<file path="src/rtl/riscv_pkg.sv">
// Shared RV32 front-end definitions: base opcodes, fetch states, reset PC.
package riscv_pkg;

    localparam logic [31:0] DEFAULT_RESET_PC = 32'h0000_0000;

    localparam logic [6:0] OPC_OP     = 7'b0110011;
    localparam logic [6:0] OPC_OP_IMM = 7'b0010011;
    localparam logic [6:0] OPC_LOAD   = 7'b0000011;
    localparam logic [6:0] OPC_STORE  = 7'b0100011;
    localparam logic [6:0] OPC_BRANCH = 7'b1100011;
    localparam logic [6:0] OPC_JAL    = 7'b1101111;
    localparam logic [6:0] OPC_JALR   = 7'b1100111;
    localparam logic [6:0] OPC_LUI    = 7'b0110111;
    localparam logic [6:0] OPC_AUIPC  = 7'b0010111;

    typedef enum logic [1:0] {
        FETCH_REQ  = 2'd0,
        FETCH_WAIT = 2'd1,
        FETCH_HOLD = 2'd2
    } fetch_state_e;

    function automatic logic word_aligned(input logic [31:0] addr);
        return addr[1:0] == 2'b00;
    endfunction

endpackage

</file>
<file path="src/rtl/ifu_pc_gen.sv">
// Fetch PC register: redirect load has priority over the sequential +4 step.
module ifu_pc_gen
    import riscv_pkg::*;
#(
    parameter logic [31:0] RESET_PC = DEFAULT_RESET_PC
) (
    input  logic        clk,
    input  logic        rst_n,
    input  logic        load,
    input  logic [31:0] load_pc,
    input  logic        inc,
    output logic [31:0] pc
);

    logic [31:0] pc_q;
    logic [31:0] pc_d;

    always_comb begin
        pc_d = pc_q;
        if (load) begin
            pc_d = load_pc;
        end else if (inc) begin
            pc_d = pc_q + 32'd4;
        end
    end

    always_ff @(posedge clk or negedge rst_n) begin
        if (!rst_n) begin
            pc_q <= RESET_PC;
        end else begin
            pc_q <= pc_d;
        end
    end

    assign pc = pc_q;

endmodule

</file>
<file path="src/rtl/instr_fetch_unit.sv">
// Single-outstanding instruction fetch FSM (REQ -> WAIT -> HOLD).
// Define MISALIGN_CHECK_EN to reject misaligned redirects and flag misalign_err.
module instr_fetch_unit
    import riscv_pkg::*;
#(
    parameter logic [31:0] RESET_PC = DEFAULT_RESET_PC
) (
    input  logic        clk,
    input  logic        rst_n,
    output logic        imem_req_valid,
    input  logic        imem_req_ready,
    output logic [31:0] imem_addr,
    input  logic        imem_rsp_valid,
    input  logic [31:0] imem_rsp_data,
    output logic        inst_valid,
    input  logic        inst_ready,
    output logic [31:0] inst,
    output logic [31:0] inst_pc,
    output logic [6:0]  opcode,
    input  logic        redirect_valid,
    input  logic [31:0] redirect_pc,
    output logic        misalign_err
);

    localparam logic [1:0] S_REQ  = FETCH_REQ;
    localparam logic [1:0] S_WAIT = FETCH_WAIT;
    localparam logic [1:0] S_HOLD = FETCH_HOLD;

    logic [1:0]  state_q, state_d;
    logic        drop_q, drop_d;
    logic [31:0] inst_q, inst_d;
    logic [31:0] inst_pc_q, inst_pc_d;
    logic        redir;
    logic [31:0] redir_target;
    logic        pc_inc;
    logic [31:0] pc;

`ifdef MISALIGN_CHECK_EN
    logic misalign_q, misalign_d;

    assign redir        = redirect_valid && word_aligned(redirect_pc);
    assign redir_target = redirect_pc;

    always_comb begin
        misalign_d = redirect_valid && !word_aligned(redirect_pc);
    end

    always_ff @(posedge clk or negedge rst_n) begin
        if (!rst_n) begin
            misalign_q <= 1'b0;
        end else begin
            misalign_q <= misalign_d;
        end
    end

    assign misalign_err = misalign_q;
`else
    assign redir        = redirect_valid;
    assign redir_target = redirect_pc & ~32'd3;
    assign misalign_err = 1'b0;
`endif

    ifu_pc_gen #(
        .RESET_PC (RESET_PC)
    ) u_pc_gen (
        .clk     (clk),
        .rst_n   (rst_n),
        .load    (redir),
        .load_pc (redir_target),
        .inc     (pc_inc),
        .pc      (pc)
    );

    always_comb begin
        state_d   = state_q;
        drop_d    = drop_q;
        inst_d    = inst_q;
        inst_pc_d = inst_pc_q;
        pc_inc    = 1'b0;
        unique case (state_q)
            S_REQ: begin
                // A redirect racing an accepted request orphans its response.
                if (imem_req_ready) begin
                    state_d = S_WAIT;
                    drop_d  = redir;
                end
            end
            S_WAIT: begin
                if (redir) begin
                    if (imem_rsp_valid) begin
                        state_d = S_REQ;
                        drop_d  = 1'b0;
                    end else begin
                        drop_d = 1'b1;
                    end
                end else if (imem_rsp_valid) begin
                    state_d = S_REQ;
                    drop_d  = 1'b0;
                    if (!drop_q) begin
                        state_d   = S_HOLD;
                        inst_d    = imem_rsp_data;
                        inst_pc_d = pc;
                        pc_inc    = 1'b1;
                    end
                end
            end
            S_HOLD: begin
                if (redir || inst_ready) begin
                    state_d = S_REQ;
                end
            end
            default: begin
                state_d = S_REQ;
                drop_d  = 1'b0;
            end
        endcase
    end

    always_ff @(posedge clk or negedge rst_n) begin
        if (!rst_n) begin
            state_q   <= S_REQ;
            drop_q    <= 1'b0;
            inst_q    <= 32'd0;
            inst_pc_q <= 32'd0;
        end else begin
            state_q   <= state_d;
            drop_q    <= drop_d;
            inst_q    <= inst_d;
            inst_pc_q <= inst_pc_d;
        end
    end

    assign imem_req_valid = (state_q == S_REQ);
    assign imem_addr      = pc;
    assign inst_valid     = (state_q == S_HOLD);
    assign inst           = inst_q;
    assign inst_pc        = inst_pc_q;
    assign opcode         = inst_q[6:0];

endmodule

</file>
<file path="config.mk">
export PLATFORM = sky130hd
export DESIGN_NAME = instr_fetch_unit
export DESIGN_NICKNAME = d
export VERILOG_FILES = /design/src/rtl/riscv_pkg.sv /design/src/rtl/ifu_pc_gen.sv /design/src/rtl/instr_fetch_unit.sv
export SDC_FILE = /design/constraint.sdc
export NUM_CORES = 1
export LEC_CHECK = 0
export CAP_MARGIN = 30
export CELL_PAD_IN_SITES_DETAIL_PLACEMENT = 1
export CELL_PAD_IN_SITES_GLOBAL_PLACEMENT = 1
export CORE_AREA = 2 2 115 117
export DETAILED_ROUTE_END_ITERATION = 10
export DIE_AREA = 0 0 117 119
export PLACE_DENSITY_LB_ADDON = 0.15
export SYNTH_ARGS = -nofsm -noshare
export SYNTH_HDL_FRONTEND = slang
export SYNTH_SLANG_ARGS = --single-unit
export TNS_END_PERCENT = 5
</file>
<file path="constraint.sdc">
create_clock -name clk -period 4.85 [get_ports clk]
set_input_delay 0.485 -clock clk [delete_from_list [all_inputs] [get_ports clk]]
set_output_delay 0.485 -clock clk [all_outputs]
set_load 0.1 [all_outputs]
</file>
==> results.toml, run 1 <==
[outcome]
status = "complete, no violations"

[route]
num_vias = 3511
ant_nets = 0
firstDrtPassIters = 4
totalWireLength_um = 11700
highest_layer = "met4"
avgRoutedWirePerCell_um = 16.7
routed-wl-met3_um = 759
wl_met2_um = 5870
via_per_inst = 5.02
met1Wirelength_um = 4830
drt-initial-drc-count = 57
drc_errors = 0

[clock_tree]
clock_path_buffers = 2
post_cts_buffers = 0
cts_root_buf = "clkbuf_16"
cts_sinks = 95
cts_htree_levels = 3
cts_tree = "built"
cts_hold_buf = 0
clkTransAtPathRegs_ns = 0.06
cts_resized = 0
clk_latency_ns = 0.35
cts_buffers = 9

[setup_path]
start_kind = "flip-flop"
required_ns = 4.37
end_kind = "output port"
critPathSlowestCell = "clkdlybuf4s50_1"
rrSetupSlack_ns = 2.54
rr_worst_depth = 4
worstPathCellList = "nor2_1 > clkdlybuf4s50_1"
r2r_start = "state_q[0]"
endpoint = "inst_valid"
critPathMaxStageDelay_ns = 1.14
crit_fanout = 8
r2r_end = "u_pc_gen.pc[21]"
arrival_ns = 2.13
criticalPathCategory = "reg2out"
crit_start = "state_q[0]"

[cells_and_area]
layout_common_cells = "clkdlybuf4s50_1, dfrtp_1, mux2_2, nand2_1, nor2_1"
antenna_cells = 0
drive_above_1_share_pct = 16.0
layout_commonest_cell = "clkdlybuf4s50_1"
nNetsFinal = 591
synthToLayoutAreaGrowth_pct = 48.2

[timing]
setup_viol = 0
fmax_mhz = 382
fin_skew_ns = 0.00542
rsz0062_at_grt = "no"
tightest_slew_ns = 0.997
final_hold_viol_count = 0
maxSlewHeadroom_pct = 33.3
slew_viol_final = 0
period_minus_slack_ns = 2.62
finalCritPeriodShare_pct = 54.0
finalSetupTns_ns = 0

[floorplanning]
io_pins = 176
die_area_sq_mm = 0.0139
core_sq_mm = 0.0129
initial_utilization_pct = 33.5
die_y_um = 119
rows = 42
fp.dieW_um = 117

[grt]
grt_pass1_wl_um = 19000
grt_antenna_before_repair = 0
grtUsageTotal_pct = 17.7
grt_overflow = 0
grt_pass1_vias = 3673
grt_start_max_net_pins = 63

[job]
cap_violations = 0

[synth]
yosysSeqAreaShare_pct = 55.0
synth_cell_types = 39
postSynthAreaPerCell_sq_um = 11.9
synth_seq_cells = 95
ys_warn_count = 0
synthCells = 364
synth.cell_area_sq_mm = 0.00432

[place]
place_congestion = 0.759
dp_hpwl_um = 8130
port_buffers = 168

[worst_hold_path]
worstHoldPathType = "in2async"
logic make-up (layout without fill, tap and decap cells):
family	count (synthesis)	count (layout)	synth area share, %
buffers and inverters	39	195	4.90
muxes	64	64	16.6
AOI/OAI and AO/OA	52	52	7.94
and+or+nand+nor	103	103	13.3
xor gates and xnor gates	9	9	1.83
DFF	95	95	55.0
other	1	5	0.0868
adders and majority gates	1	1	0.290
per-layer routing:
layer	vias up	global-route usage, %
li1	1624	-
met2	97	28.7
met5	-	0
met4	0	6.84
met1	1779	22.6
met3	11	4.33
through the flow:
step | util (%) | instances | hold WS (ns) | instance area [sq um] | worst slack [ns]
finish | 49.7 | 700 | 0.122 | 6400 | 2.23
global route | 49.7 | 700 | 0.165 | 6400 | 2.15
CTS | 49.7 | 700 | 0.142 | 6400 | 2.21
detailed placement | 47.5 | 685 | 0.495 | 6110 | 1.94
global placement | 47.2 | 684 | 0.488 | 6080 | 1.58
floorplan | - | 368 | 0.189 | 4330 | 2.21
worst min-delay path by stage:
stage	end	slack, ns
after detailed placement	inst[31]	0.49
after floorplan	drop_q	0.19
after global placement	inst[31]	0.49
after CTS	inst_pc[24]	0.14
after global routing	inst_pc[24]	0.17
final	inst_pc[24]	0.12
sequential cells by signal, summed over array words and instances (netlist names):
signal / count
drop_q: 1
inst: 32
inst_pc: 30
state_q: 2
u_pc_gen.pc: 30
layout make-up:
class                   instances  area (sq um)
repair buffers                172          1730
clock buffers                  12           246
multi-input cells             234          1750
clock inverters                 3          43.8
well taps                     176           220
fillers                      1379          6470
flip-flops and latches         95          2380
inverters                       8          30.0
critical path, delay by kind of cell, from the launching register on:
family | cells | cell delay [ns]
AND/OR/NAND/NOR | 1 | 0.16
flip-flops | 1 | 0.48
buffers and inverters | 1 | 1.14
synth_stat cells:
| cell | n | share of area (%) |
|---|---|---|
| a211o_1 | 1 | 0.20 |
| xor2_1 | 2 | 0.41 |
| nor2b_1 | 1 | 0.14 |
| or4_1 | 15 | 2.6 |
| o21ai_0 | 12 | 1.4 |
| nor4bb_1 | 1 | 0.23 |
| o31ai_1 | 13 | 2.3 |
| nand4bb_4 | 1 | 0.64 |
| or4_4 | 2 | 0.52 |
| inv_1 | 7 | 0.61 |
| nand4_1 | 6 | 0.87 |
| buf_6 | 1 | 0.26 |
| mux2_2 | 62 | 16 |
| buf_4 | 13 | 2.3 |
| dfrtp_1 | 95 | 55 |
| mux2i_1 | 2 | 0.46 |
| nor4b_1 | 1 | 0.20 |
| o22ai_1 | 1 | 0.14 |
| nor2_1 | 21 | 1.8 |
| and4_1 | 5 | 1.0 |
| nand3_1 | 10 | 1.2 |
| or3_1 | 6 | 0.87 |
| clkinv_1 | 1 | 0.087 |
| a221o_1 | 1 | 0.23 |
| a21oi_1 | 2 | 0.23 |
| nor4_1 | 3 | 0.43 |
| a31oi_1 | 14 | 2.0 |
| nor3_1 | 3 | 0.35 |
| a22oi_1 | 1 | 0.17 |
| conb_1 | 1 | 0.087 |
| o311a_1 | 1 | 0.23 |
| o211ai_1 | 4 | 0.70 |
| a211oi_1 | 1 | 0.17 |
| xnor2_1 | 7 | 1.4 |
| nand2_1 | 28 | 2.4 |
| clkbuf_1 | 10 | 0.87 |
| buf_2 | 7 | 0.81 |
| a21o_1 | 1 | 0.17 |
| ha_1 | 1 | 0.29 |
Power of run 1 is left out: the tool's default activity adds up to more than one toggle a clock period on the data nets, which glitch-free logic cannot reach.
==> inputs of run 2 (changes only) <==
--- a/config.mk
+++ b/config.mk
@@ -8,9 +8,9 @@
 export CAP_MARGIN = 30
 export CELL_PAD_IN_SITES_DETAIL_PLACEMENT = 1
 export CELL_PAD_IN_SITES_GLOBAL_PLACEMENT = 1
-export CORE_AREA = 2 2 115 117
+export CORE_AREA = 2 2 123 125
 export DETAILED_ROUTE_END_ITERATION = 10
-export DIE_AREA = 0 0 117 119
+export DIE_AREA = 0 0 125 127
 export PLACE_DENSITY_LB_ADDON = 0.15
 export SYNTH_ARGS = -nofsm -noshare
 export SYNTH_HDL_FRONTEND = slang
==> constraint.sdc (replaced) <==
create_clock -name clk -period 2.35 [get_ports clk]
set_input_delay 0.235 -clock clk [delete_from_list [all_inputs] [get_ports clk]]
set_output_delay 0.235 -clock clk [all_outputs]
set_load 0.1 [all_outputs]
==> results.toml, run 2 (synthesized netlist as in run 1, its figures left out) <==
[clock_tree]
post_cts_buffers = 0
clock_path_buffers = 2
cts_tree = "built"
cts_root_buf = "clkbuf_16"
clkTransAtPathRegs_ns = 0.06
cts_htree_levels = 3
cts_buffers = 9
clk_latency_ns = 0.34
cts_sinks = 95

[grt]
grt_antenna_before_repair = 1
grt_pass1_wl_um = 20200
grt_overflow = 0
grtUsageTotal_pct = 16.0
grt_pass1_vias = 3764
grt_start_max_net_pins = 46

[cells_and_area]
drive_above_1_share_pct = 38.5
synthToLayoutAreaGrowth_pct = 46.0
layout_commonest_cell = "buf_4"
layout_common_cells = "buf_4, dfrtp_1, clkdlybuf4s50_1, mux2_2, nand2_1"
nNetsFinal = 606
finish.instance_area_sq_mm = 0.00630
final_cells = 722
largest_reg_flops = 32
antenna_cells = 0

[route]
totalWireLength_um = 12600
firstDrtPassIters = 4
num_vias = 3593
drc_errors = 0
via_per_inst = 4.98
avgRoutedWirePerCell_um = 17.5
drt-initial-drc-count = 125
ant_nets = 0

[setup_path]
start_kind = "flip-flop"
crit_fanout = 19
worstPathCellList = "nand4bb_4 > or4_4 > or4_1 > a31oi_1"
critPathMaxStageDelay_ns = 0.69
criticalPathCategory = "reg2reg"
arrival_ns = 2.37
end_kind = "flip-flop"
critPathSlowestCell = "or4_4"
required_ns = 2.61

[job]
cap_violations = 0

[outcome]
status = "complete, no violations"

[timing]
tightest_slew_ns = 0.665
period_minus_slack_ns = 2.11
fin_skew_ns = 0.00510
setup_viol = 0
finalCritPeriodShare_pct = 89.6
finalSetupTns_ns = 0
slew_viol_final = 0
rsz0062_at_grt = "no"
final_hold_viol_count = 0
fmax_mhz = 475
maxSlewHeadroom_pct = 55.7

[floorplanning]
rows = 44
initial_utilization_pct = 29.9
io_pins = 176
die_area_sq_mm = 0.0159
die_y_um = 127
core_sq_mm = 0.0144
fp.dieW_um = 125

[worst_hold_path]
worstHoldPathType = "in2reg"

[place]
port_buffers = 168
place_congestion = 0.762
dp_hpwl_um = 9220
dpl.cell_count = 707
postPlaceCellArea_sq_mm = 0.00600
-- run 2: through the flow --
| step | setup slack [ns] | hold WS, ns | util (%) |
|---|---|---|---|
| floorplan | -0.108 | -0.0606 | - |
| global placement | -0.105 | 0.309 | 41.6 |
| detailed placement | -0.167 | 0.314 | 41.6 |
| CTS | 0.112 | 0.432 | 43.7 |
| global route | 0.136 | 0.467 | 43.7 |
| finish | 0.244 | 0.444 | 43.7 |
-- run 2: cell type report --
| type | count | area, sq um |
|---|---|---|
| flip-flops and latches | 95 | 2390 |
| multi-input cells | 234 | 1760 |
| fillers | 1598 | 8120 |
| clock buffers | 13 | 260 |
| inverters | 8 | 30.0 |
| repair buffers | 187 | 1610 |
| clock inverters | 1 | 30.0 |
| well taps | 184 | 230 |
-- run 2: timing repair --
action                                  in CTS  in global routing
endpoints found under the hold margin       43                  0
endpoints found under the setup margin       0                  3
hold buffers                                 1                  0
resized for setup                            0                  1
-- run 2: layer usage --
| metal | global-route usage (%) | share of wire (%) |
|---|---|---|
| met5 | 0 | 0.087 |
| met4 | 5.82 | 1.6 |
| met3 | 3.06 | 4.4 |
| met2 | 26.7 | 51 |
| met1 | 20.9 | 43 |
-- run 2: worst max-delay path, delay by kind of cell, from the launching register on --
kind / cells / cell delay, ns
AND/OR/NAND/NOR: 3 / 1.42
AO/OA/AOI/OAI: 1 / 0.18
flip-flops: 1 / 0.43
-- run 2: final timing paths --
kind                                 from               to  slack (ns)  depth (start not counted)
setup / recovery               state_q[1]  u_pc_gen.pc[21]        0.24                          4
hold / removal             redirect_pc[6]   u_pc_gen.pc[6]        0.44                          3
setup reg to reg               state_q[1]  u_pc_gen.pc[21]        0.24                          4
hold reg to reg                inst_pc[3]       inst_pc[3]        0.51                          1
max in group asynchronous           rst_n  u_pc_gen.pc[14]        1.15                          3
min in group asynchronous           rst_n   u_pc_gen.pc[6]        0.47                          2
Power of run 2 is left out for the same reason.
==> inputs of run 3 (changes only) <==
==> constraint.sdc (replaced) <==
create_clock -name clk -period 2.35 [get_ports clk]
set_input_delay 0.47 -clock clk [delete_from_list [all_inputs] [get_ports clk]]
set_output_delay 0.47 -clock clk [all_outputs]
set_load 0.1 [all_outputs]
==> results.toml, run 3 (synthesized netlist as in run 1, its figures left out) <==
[outcome]
status = "complete, no violations"

[timing]
finalCritPeriodShare_pct = 91.3
final_hold_viol_count = 0
slew_viol_final = 0
fin_skew_ns = 0.00398
fmax_mhz = 466
maxSlewHeadroom_pct = 62.6
setup_slack_ns = 0.205
tightest_slew_ns = 0.561
setup_viol = 0
period_minus_slack_ns = 2.15
rsz0062_at_grt = "no"

[cells_and_area]
layout_common_cells = "buf_4, dfrtp_1, clkdlybuf4s50_1, mux2_2, nand2_1"
synthToLayoutAreaGrowth_pct = 46.1
drive_above_1_share_pct = 38.7
largest_reg_flops = 32
antenna_cells = 0
layout_commonest_cell = "buf_4"
nNetsFinal = 603
utilization_pct = 43.7

[grt]
grt_start_max_net_pins = 43
grt_overflow = 0
grt_pass1_vias = 3742
grt_pass1_wl_um = 20100
grtUsageTotal_pct = 15.9
grt_antenna_before_repair = 1

[setup_path]
crit_fanout = 14
end_kind = "flip-flop"
critPathMaxStageDelay_ns = 0.53
arrival_ns = 2.41
criticalPathCategory = "reg2reg"
worstPathCellList = "nand4bb_4 > buf_4 > or3_1 > buf_4 > or4_1 > a31oi_1"
rr_worst_depth = 6
r2r_start = "state_q[0]"
rrSetupSlack_ns = 0.20
critical_path.top_delay_family = "simple AND/OR/NAND/NOR gates"
cpMostUsedCell = "buf_4"
r2r_end = "u_pc_gen.pc[22]"
critPathSlowestCell = "dfrtp_1"
required_ns = 2.62
path_buf_inv = 2
start_kind = "flip-flop"

[clock_tree]
clock_path_buffers = 2
clkTransAtPathRegs_ns = 0.07
cts_root_buf = "clkbuf_16"
clk_latency_ns = 0.35
cts_htree_levels = 3
cts_sinks = 95
cts_tree = "built"
cts_hold_buf = 0
cts_buffers = 9

[route]
drt-initial-drc-count = 68
totalWireLength_um = 12500
drc_errors = 0
num_vias = 3533
ant_nets = 0
avgRoutedWirePerCell_um = 17.4
via_per_inst = 4.90
firstDrtPassIters = 4

[floorplanning]
core_sq_mm = 0.0144
die_y_um = 127
fp.dieW_um = 125
io_pins = 176
initial_utilization_pct = 29.9
rows = 44
die_area_sq_mm = 0.0159

[place]
port_buffers = 168
place_worst_setup_slack_ns = -0.335
place_congestion = 0.760
dp_hpwl_um = 9340

[job]
cap_violations = 0

[worst_hold_path]
worstHoldPathType = "in2async"
-- run 3: worst max-delay path by stage --
stage                                 end  cells past startpoint  slack [ns]             from
after detailed placement  u_pc_gen.pc[22]                      7       -0.34   imem_rsp_valid
after floorplan           u_pc_gen.pc[29]                      5       -0.11  u_pc_gen.pc[10]
after CTS                 u_pc_gen.pc[22]                      7        0.04   imem_rsp_valid
after global routing      u_pc_gen.pc[22]                      6        0.08       state_q[0]
after global placement    u_pc_gen.pc[21]                      5       -0.28   imem_rsp_valid
final                     u_pc_gen.pc[22]                      6        0.20       state_q[0]
-- run 3: cell type report --
cell class	instances	area, sq um
clock buffers	9	225
clock inverters	7	97.6
fillers	1592	8110
inverters	8	30.0
multi-input cells	234	1750
flip-flops and latches	95	2390
well taps	184	230
repair buffers	184	1590
-- run 3: per-stage QoR --
stage          hold slack (ns)  std cells  area (sq um)  setup TNS, ns
6_report                 0.101        721          6310              0
5_1_grt                  0.146        721          6310              0
4_1_cts                  0.126        721          6310              0
3_5_place_dp             0.498        705          5980          -8.97
3_3_place_gp             0.492        705          5980          -6.58
2_1_floorplan            0.174        368          4340         -0.329
-- run 3: metal layers --
| metal | wire (um) | GRT usage, % | up-vias |
|---|---|---|---|
| met3 | 586 | 4.19 | 17 |
| met2 | 6490 | 27.5 | 90 |
| met1 | 5250 | 19.5 | 1777 |
| met5 | 13 | 0 | - |
| met4 | 187 | 4.97 | 2 |
| li1 | - | - | 1647 |
-- run 3: timing repair --
action	4_1_cts	5_1_grt
buffers inserted	0	0
setup endpoints to repair	0	8
gates resized for setup	0	1
-- run 3: worst reg2reg max path: cells and delay by family, from the launching register on --
kind	cells	cell delay, ns
AOI/OAI and AO/OA	1	0.20
DFF	1	0.53
and+or+nand+nor	3	1.00
buffers and inverters	2	0.35
Power of run 3 is left out for the same reason.
